==> src/rtl/seq_divider_if.sv <==
// Start/busy/done handshake and operand/result bundle for the sequential divider.
// The slave side belongs to the divider; the master side to whoever issues divisions.
interface seq_divider_if #(
    parameter int N = 4
);
    logic           start;
    logic [2*N-1:0] dividend;
    logic [N-1:0]   divisor;
    logic           busy;
    logic           done;
    logic [2*N-1:0] quotient;
    logic [N-1:0]   remainder;
    logic           div_by_zero;

    modport master (
        output start, dividend, divisor,
        input  busy, done, quotient, remainder, div_by_zero
    );

    modport slave (
        input  start, dividend, divisor,
        output busy, done, quotient, remainder, div_by_zero
    );
endinterface

==> src/rtl/seq_divider.sv <==
// Restoring divider, one shift/subtract per cycle: 2N-bit dividend / N-bit divisor
// gives a 2N-bit quotient and N-bit remainder after 2N CALC cycles.
module seq_divider #(
    parameter int N = 4
) (
    input  logic         clk,
    input  logic         rst,
    seq_divider_if.slave bus
);
    localparam int CW = $clog2(2 * N + 1);

    typedef enum logic [1:0] {
        S_IDLE,
        S_CALC,
        S_DONE
    } state_t;

    state_t         state_q,  state_d;
    logic [N-1:0]   rem_part_q, rem_part_d;
    logic [2*N-1:0] shift_q,  shift_d;
    logic [CW-1:0]  cnt_q,    cnt_d;
    logic [N-1:0]   dvs_q,    dvs_d;
    logic [2*N-1:0] quot_q,   quot_d;
    logic [N-1:0]   rem_q,    rem_d;
    logic           dbz_q,    dbz_d;

    logic [N:0]     trial;
    logic [N:0]     diff;
    logic           fits;
    logic [N-1:0]   rem_step;
    logic [2*N-1:0] shift_step;

    // The partial remainder is always below the divisor, so trial < 2*divisor and
    // trial - divisor lies in (-2^N, 2^N): its top bit is a clean borrow flag.
    // That same invariant keeps the stored partial remainder at N bits.
    assign trial      = {rem_part_q, shift_q[2*N-1]};
    assign diff       = trial - {1'b0, dvs_q};
    assign fits       = ~diff[N];
    assign rem_step   = fits ? diff[N-1:0] : trial[N-1:0];
    assign shift_step = {shift_q[2*N-2:0], fits};

    always_comb begin
        state_d    = state_q;
        rem_part_d = rem_part_q;
        shift_d    = shift_q;
        cnt_d      = cnt_q;
        dvs_d      = dvs_q;
        quot_d     = quot_q;
        rem_d      = rem_q;
        dbz_d      = dbz_q;

        case (state_q)
            S_IDLE, S_DONE: begin
                state_d = S_IDLE;
                if (bus.start) begin
                    if (bus.divisor == '0) begin
                        state_d = S_DONE;
                        quot_d  = '1;
                        rem_d   = bus.dividend[N-1:0];
                        dbz_d   = 1'b1;
                    end else begin
                        state_d    = S_CALC;
                        dvs_d      = bus.divisor;
                        rem_part_d = '0;
                        shift_d    = bus.dividend;
                        cnt_d      = CW'(2 * N);
                        dbz_d      = 1'b0;
                    end
                end
            end

            S_CALC: begin
                rem_part_d = rem_step;
                shift_d    = shift_step;
                cnt_d      = cnt_q - 1'b1;
                if (cnt_q == CW'(1)) begin
                    state_d = S_DONE;
                    quot_d  = shift_step;
                    rem_d   = rem_step;
                end
            end

            default: state_d = S_IDLE;
        endcase
    end

    always_ff @(posedge clk) begin
        if (rst) begin
            state_q    <= S_IDLE;
            rem_part_q <= '0;
            shift_q    <= '0;
            cnt_q      <= '0;
            dvs_q      <= '0;
            quot_q     <= '0;
            rem_q      <= '0;
            dbz_q      <= 1'b0;
        end else begin
            state_q    <= state_d;
            rem_part_q <= rem_part_d;
            shift_q    <= shift_d;
            cnt_q      <= cnt_d;
            dvs_q      <= dvs_d;
            quot_q     <= quot_d;
            rem_q      <= rem_d;
            dbz_q      <= dbz_d;
        end
    end

    assign bus.busy        = (state_q == S_CALC);
    assign bus.done        = (state_q == S_DONE);
    assign bus.quotient    = quot_q;
    assign bus.remainder   = rem_q;
    assign bus.div_by_zero = dbz_q;
endmodule

==> src/flat_wrapper.sv <==
// flat-port wrapper written by rule: the top's interface ports become plain ports
module seq_divider_flat 
#(
    parameter int N = 4
)
  (clk, rst, bus_start, bus_dividend, bus_divisor, bus_busy, bus_done, bus_quotient, bus_remainder, bus_div_by_zero);
  seq_divider_if #(.N(N)) bus_i ();
  input  logic clk;
  input  logic rst;
  input wire logic [$bits(bus_i.start)-1:0] bus_start;
  input wire logic [$bits(bus_i.dividend)-1:0] bus_dividend;
  input wire logic [$bits(bus_i.divisor)-1:0] bus_divisor;
  output wire logic [$bits(bus_i.busy)-1:0] bus_busy;
  output wire logic [$bits(bus_i.done)-1:0] bus_done;
  output wire logic [$bits(bus_i.quotient)-1:0] bus_quotient;
  output wire logic [$bits(bus_i.remainder)-1:0] bus_remainder;
  output wire logic [$bits(bus_i.div_by_zero)-1:0] bus_div_by_zero;
  assign bus_i.start = bus_start;
  assign bus_i.dividend = bus_dividend;
  assign bus_i.divisor = bus_divisor;
  assign bus_busy = bus_i.busy;
  assign bus_done = bus_i.done;
  assign bus_quotient = bus_i.quotient;
  assign bus_remainder = bus_i.remainder;
  assign bus_div_by_zero = bus_i.div_by_zero;
  seq_divider #(.N(N)) u_core (.clk(clk), .rst(rst), .bus(bus_i));
endmodule
==> config.mk <==
export PLATFORM = sky130hd
export DESIGN_NAME = seq_divider_flat
export DESIGN_NICKNAME = d
export VERILOG_FILES = /design/src/rtl/seq_divider_if.sv /design/src/rtl/seq_divider.sv /design/src/flat_wrapper.sv
export SDC_FILE = /design/constraint.sdc
export NUM_CORES = 1
export LEC_CHECK = 0
export BUFFER_PORTS_ARGS = -buffer_cell sky130_fd_sc_hd__buf_2
export CAP_MARGIN = 20
export CORE_ASPECT_RATIO = 1.5
export CORE_MARGIN = 8
export CORE_UTILIZATION = 30
export CTS_CLUSTER_DIAMETER = 80
export DETAILED_ROUTE_END_ITERATION = 12
export GPL_TIMING_DRIVEN = 1
export PLACE_DENSITY = 0.55
export SLEW_MARGIN = 20
export SYNTH_ARGS = -nofsm -noshare
export SYNTH_HDL_FRONTEND = slang
export SYNTH_SLANG_ARGS = --single-unit
==> constraint.sdc <==
create_clock -name clk -period 2.76 [get_ports clk]
set_clock_uncertainty 0.15 [all_clocks]
set_input_delay 0.69 -clock clk [delete_from_list [all_inputs] [get_ports clk]]
set_output_delay 0.69 -clock clk [all_outputs]
set_load 0.005 [all_outputs]
-- Word-level counts from Yosys, hierarchy flattened
Cells that the tools add are included.
- register bits: 35
- output and inout bits: 15
- add/subtract/negate cells: 2
- eq/ne operators: 7
- muxes and demuxes: 23
- bitwise gates (word level): 2
- reductions and logical operators: 8
- operator list (operator ; count):
    two-way mux 8 bit ; 5
    two-way mux 4 bit ; 8
    case mux 8 bit (2 select lines) ; 2
    case mux 4 bit (2 select lines) ; 3
    two-way mux 2 bit ; 3
    AND reduction 3 bit ; 2
    subtractor 5 x 4 -> 5 bit ; 1
    equality test 4 x 1 -> 1 bit (second input constant) ; 1
    logical NOT 4 bit ; 1
    inequality test 2 x 1 -> 1 bit (second input constant) ; 2
    inequality test 2 bit (second input constant) ; 2
    case mux 2 bit (2 select lines) ; 1
    AND reduction 4 bit ; 1
    subtractor 4 x 1 -> 4 bit (second input constant) ; 1
    equality test 2 x 1 -> 1 bit (second input constant) ; 1
    equality test 2 bit (second input constant) ; 1
    logical NOT 2 bit ; 1
    NOT 1 bit ; 2
    AND reduction 2 bit ; 1
    nonzero test 2 bit ; 1
    OR reduction 2 bit ; 1
    two-way mux 1 bit ; 1

-- Logic depth before layout (Yosys ltp)
- word-level depth: 4
- mapped depth: 8

-- Worst setup path before layout
No wires, ideal clock.
- path kind: register to register
- start point: reg u_core.shift_q[7]
- end point: reg u_core.rem_q[2] (netlist: u_core.bus.remainder[2])
- data arrival time: 1.996 ns
- required time: 2.522 ns
- setup slack: 0.525 ns
- cell stages (with the launch flop): 9
- path through: dfxtp_1 -> inv_1 -> ha_1 -> fa_1 -> nand2b_4 -> a21oi_4 -> xor2_4 -> mux2_4 -> a311oi_2
- word-level cells in the longest chain between the ends: 4
- ends and longest elaborated chain (item ; RTL line ; RTL):
    from (decl) ; seq_divider.sv:20 ; logic [2*N-1:0] shift_q, shift_d;
    from (signal assigned) ; seq_divider.sv:100 ; shift_q <= shift_d;
    subtractor 5 x 4 -> 5 bit ; seq_divider.sv:37 ; assign diff = trial - {1'b0, dvs_q};
    two-way mux 4 bit ; seq_divider.sv:39 ; assign rem_step = fits ? diff[N-1:0] : trial[N-1:0];
    two-way mux 4 bit ; seq_divider.sv:76 ; if (cnt_q == CW'(1)) begin
    case mux 4 bit (2 select lines) ; seq_divider.sv:52 ; case (state_q)
    to (signal assigned) ; seq_divider.sv:104 ; rem_q <= rem_d;
    to (decl) ; seq_divider.sv:24 ; logic [N-1:0] rem_q, rem_d;
Every way passes these cells. The select of a mux whose other input is x is not followed.
A chain may end at the register's enable or synchronous reset.

-- Worst setup path after layout
Ends and elaborated chain as after synthesis.

==> qor.csv <==
metric,value,unit
fmax,0.418,GHz
clk_latency,0.29,ns
holdPathEnd,u_core.bus.div_by_zero,
internal-power,0.936,mW
clkSinkCount,35,
synth_top_area_share,0.403,
arrival,2.44,ns
cts_tree,yes,
fp-row-count,34,
cts-root-buf,clkbuf_8,
hp-start,u_core.bus.div_by_zero,
num_antenna_cells,0,
fin_nets,246,
drc,0,
rsz0062_at_grt,no,
r2r_slack,0.37,ns
power.share.clock,0.370,
syn_area,1740,um^2
synth-compound-area-share,0.211,
relSlewSlack,0.563,
grt_usage,0.0994,
yosys_warnings,0,
period_share,0.868,
hold_class,reg -> reg,
viasPerCell,4.74,
fin_cells,297,
final_util,0.362,
synth_cell_types,38,
drt.antenna.violating_nets,0,
synth.mux.area_fraction,0.0201,
dp_hpwl,2.99,mm
crit_path_max_fanout,6,
synth_top_family_by_area,simple AND/OR/NAND/NOR gates,
switching_power,0.362,mW
synth-xor-area-share,0.0158,
yosys.area.top_type,dfxtp_1,
drv_slew,0,
wl_per_cell,13.6,um
synth-adder-area-share,0.0547,
hold_depth,2,
gr-total-overflow,0,
p_per_area,629,nW/um^2
crit_required,2.81,ns
io_pins,30,
hold_buffers,0,
yosysSeqAreaShare,0.403,
leakage,0.816,nW
reg2reg_depth,8,
final-hold-violation-count,0,
wirelength,4.05,mm
place_congestion,0.809,
status,finished clean,
cts_buffers,5,
first_global_vias,1407,
syn_inst,194,
initial_core_util,0.305,
cts.repair.resized,0,
postCtsSetupBuffers,0,
htree_levels,2,
fin_area,2060,um^2
die_x,78.2,um
place_inst,289,
hold_slack,0.309,ns
syn_to_final_growth,18.6,%
syn_area_per_cell,8.96,um^2
p_comb_frac,0.193,
drive_above_1_share,0.320,
cap_violations,0,
port_buffers,29,
path_clk_slew,0.07,ns
cp-start-kind,flop,
core-area,5700,um^2
final.min_clock_period,2.39,ns
antenna_found_initial,0,
clk_path_buf_depth,2,
die_area,8540,um^2
grt_max_degree,32,
ys_seq_elements,35,
tightest_slew,0.655,ns
p_seq_frac,0.438,
cp-end-kind,flop,
die_height,109,um
drt_iter0_drc,48,
synth_area_leaders,"dfxtp_1, nand2_1, nor2_1",
yosys.area_share.simple,0.245,
p_sw_frac,0.279,
reg2reg_to,u_core.bus.remainder[2],
syn-num-nets,216,
criticalPathCategory,reg -> reg,
setup_tns,0,ns
ir_drop,0.000290,V
grt_pass1_wl,6.77,mm
setup_violations,0,
dpl_cell_area,1950,um^2
vias,1409,
r2r_start,u_core.shift_q[7],
first_pass_iters,4,
worst max path at each step:
stage	slack, ns	from	cells past startpoint	end
2_1_floorplan	0.53	u_core.shift_q[7]	8	u_core.bus.remainder[2]
3_3_place_gp	0.45	u_core.shift_q[7]	8	u_core.bus.remainder[2]
3_5_place_dp	0.37	u_core.shift_q[7]	8	u_core.bus.remainder[2]
4_1_cts	0.34	u_core.shift_q[7]	8	u_core.bus.remainder[2]
5_1_grt	0.25	u_core.shift_q[7]	8	u_core.bus.remainder[2]
6_report	0.37	u_core.shift_q[7]	8	u_core.bus.remainder[2]
placed cells by master (no fill, tap or decap), drive strengths merged, types with 2 or more instances in the layout:
master | netlist | final
ha | 6 | 6
a21oi | 14 | 14
a311oi | 12 | 12
clkbuf | 4 | 6
dfxtp | 35 | 35
o21ai | 2 | 2
nand3b | 2 | 2
clkinv | 1 | 2
mux2i | 2 | 2
a211oi | 8 | 8
buf | 6 | 33
nor2 | 39 | 39
nand2b | 5 | 5
nand2 | 35 | 35
a31oi | 3 | 3
nor2b | 3 | 3
inv | 7 | 7
state kept, by name (all words and copies together), names as in the netlist:
register	count
u_core.dvs_q	4
u_core.cnt_q	4
u_core.bus.div_by_zero	1
u_core.state_q	2
u_core.shift_q	8
u_core.bus.quotient	8
u_core.rem_part_q	4
u_core.bus.remainder	4
critical path, stage by stage, from the launching register on:
cell      delay (ns)
dfxtp_1         0.34
inv_1           0.06
ha_1            0.19
fa_1            0.39
nand2b_4        0.17
a21oi_4         0.17
xor2_4          0.26
mux2_4          0.34
a311oi_2        0.23
synth_stat cells:
| cell type | count |
|---|---|
| or2b_2 | 1 |
| clkinv_1 | 1 |
| o21a_1 | 1 |
| a31oi_1 | 3 |
| o211ai_1 | 1 |
| nand2_2 | 1 |
| fa_1 | 1 |
| a21boi_1 | 1 |
| xor2_4 | 1 |
| buf_4 | 1 |
| a311oi_2 | 4 |
| nand2b_1 | 4 |
| nand2_1 | 34 |
| mux2i_1 | 2 |
| a311oi_1 | 8 |
| inv_1 | 7 |
| nand3_1 | 1 |
| nor2b_2 | 1 |
| nor3_1 | 1 |
| buf_1 | 1 |
| o21ai_0 | 1 |
| nor4_4 | 1 |
| nor2_1 | 29 |
| clkbuf_1 | 4 |
| o21ai_2 | 1 |
| nor2_4 | 1 |
| a21oi_1 | 13 |
| a21oi_4 | 1 |
| nor2b_1 | 2 |
| ha_1 | 6 |
| nand2b_4 | 1 |
| nor2_2 | 9 |
| buf_6 | 2 |
| a211oi_2 | 8 |
| mux2_4 | 1 |
| nand3b_1 | 2 |
| buf_2 | 2 |
| dfxtp_1 | 35 |
cells by family after synthesis:
group | after synthesis
AO/OA/AOI/OAI | 42
XOR/XNOR | 1
adder cells (fa/ha/maj) | 7
buffers and inverters | 18
flip-flops | 35
multiplexers | 3
AND/OR/NAND/NOR | 88
stage by stage:
step	power, mW	setup WS, ns
3_5_place_dp	0.833	0.367
6_report	1.30	0.365
5_1_grt	1.37	0.248
4_1_cts	1.31	0.337
2_1_floorplan	0.768	0.525
3_3_place_gp	0.830	0.449
area by class of cell:
class                      count  area (um^2)
tap                           72         90.1
inverter                       8         30.0
sequential                    35          701
clock inverter                 2         35.0
clock buffer                   6         82.6
fill                         623         3640
timing repair buffer          33          175
multi-input combinational    141          950
layer usage:
| metal | vias up | part of all wire | track usage |
|---|---|---|---|
| met5 | - | 0 | 0 |
| met4 | 0 | 0.014 | 0.0505 |
| met3 | 4 | 0.023 | 0.0182 |
| met2 | 22 | 0.54 | 0.179 |
| met1 | 663 | 0.43 | 0.108 |
| li1 | 720 | - | - |
power groups by stage:
stage | combinational, mW | clock, mW | sequential [mW]
2_1_floorplan | 0.192 | 0 | 0.576
3_5_place_dp | 0.253 | 0 | 0.580
5_1_grt | 0.280 | 0.514 | 0.573
3_3_place_gp | 0.250 | 0 | 0.579
4_1_cts | 0.255 | 0.490 | 0.568
6_report | 0.250 | 0.480 | 0.568
(Power assumes the default switching activity.)
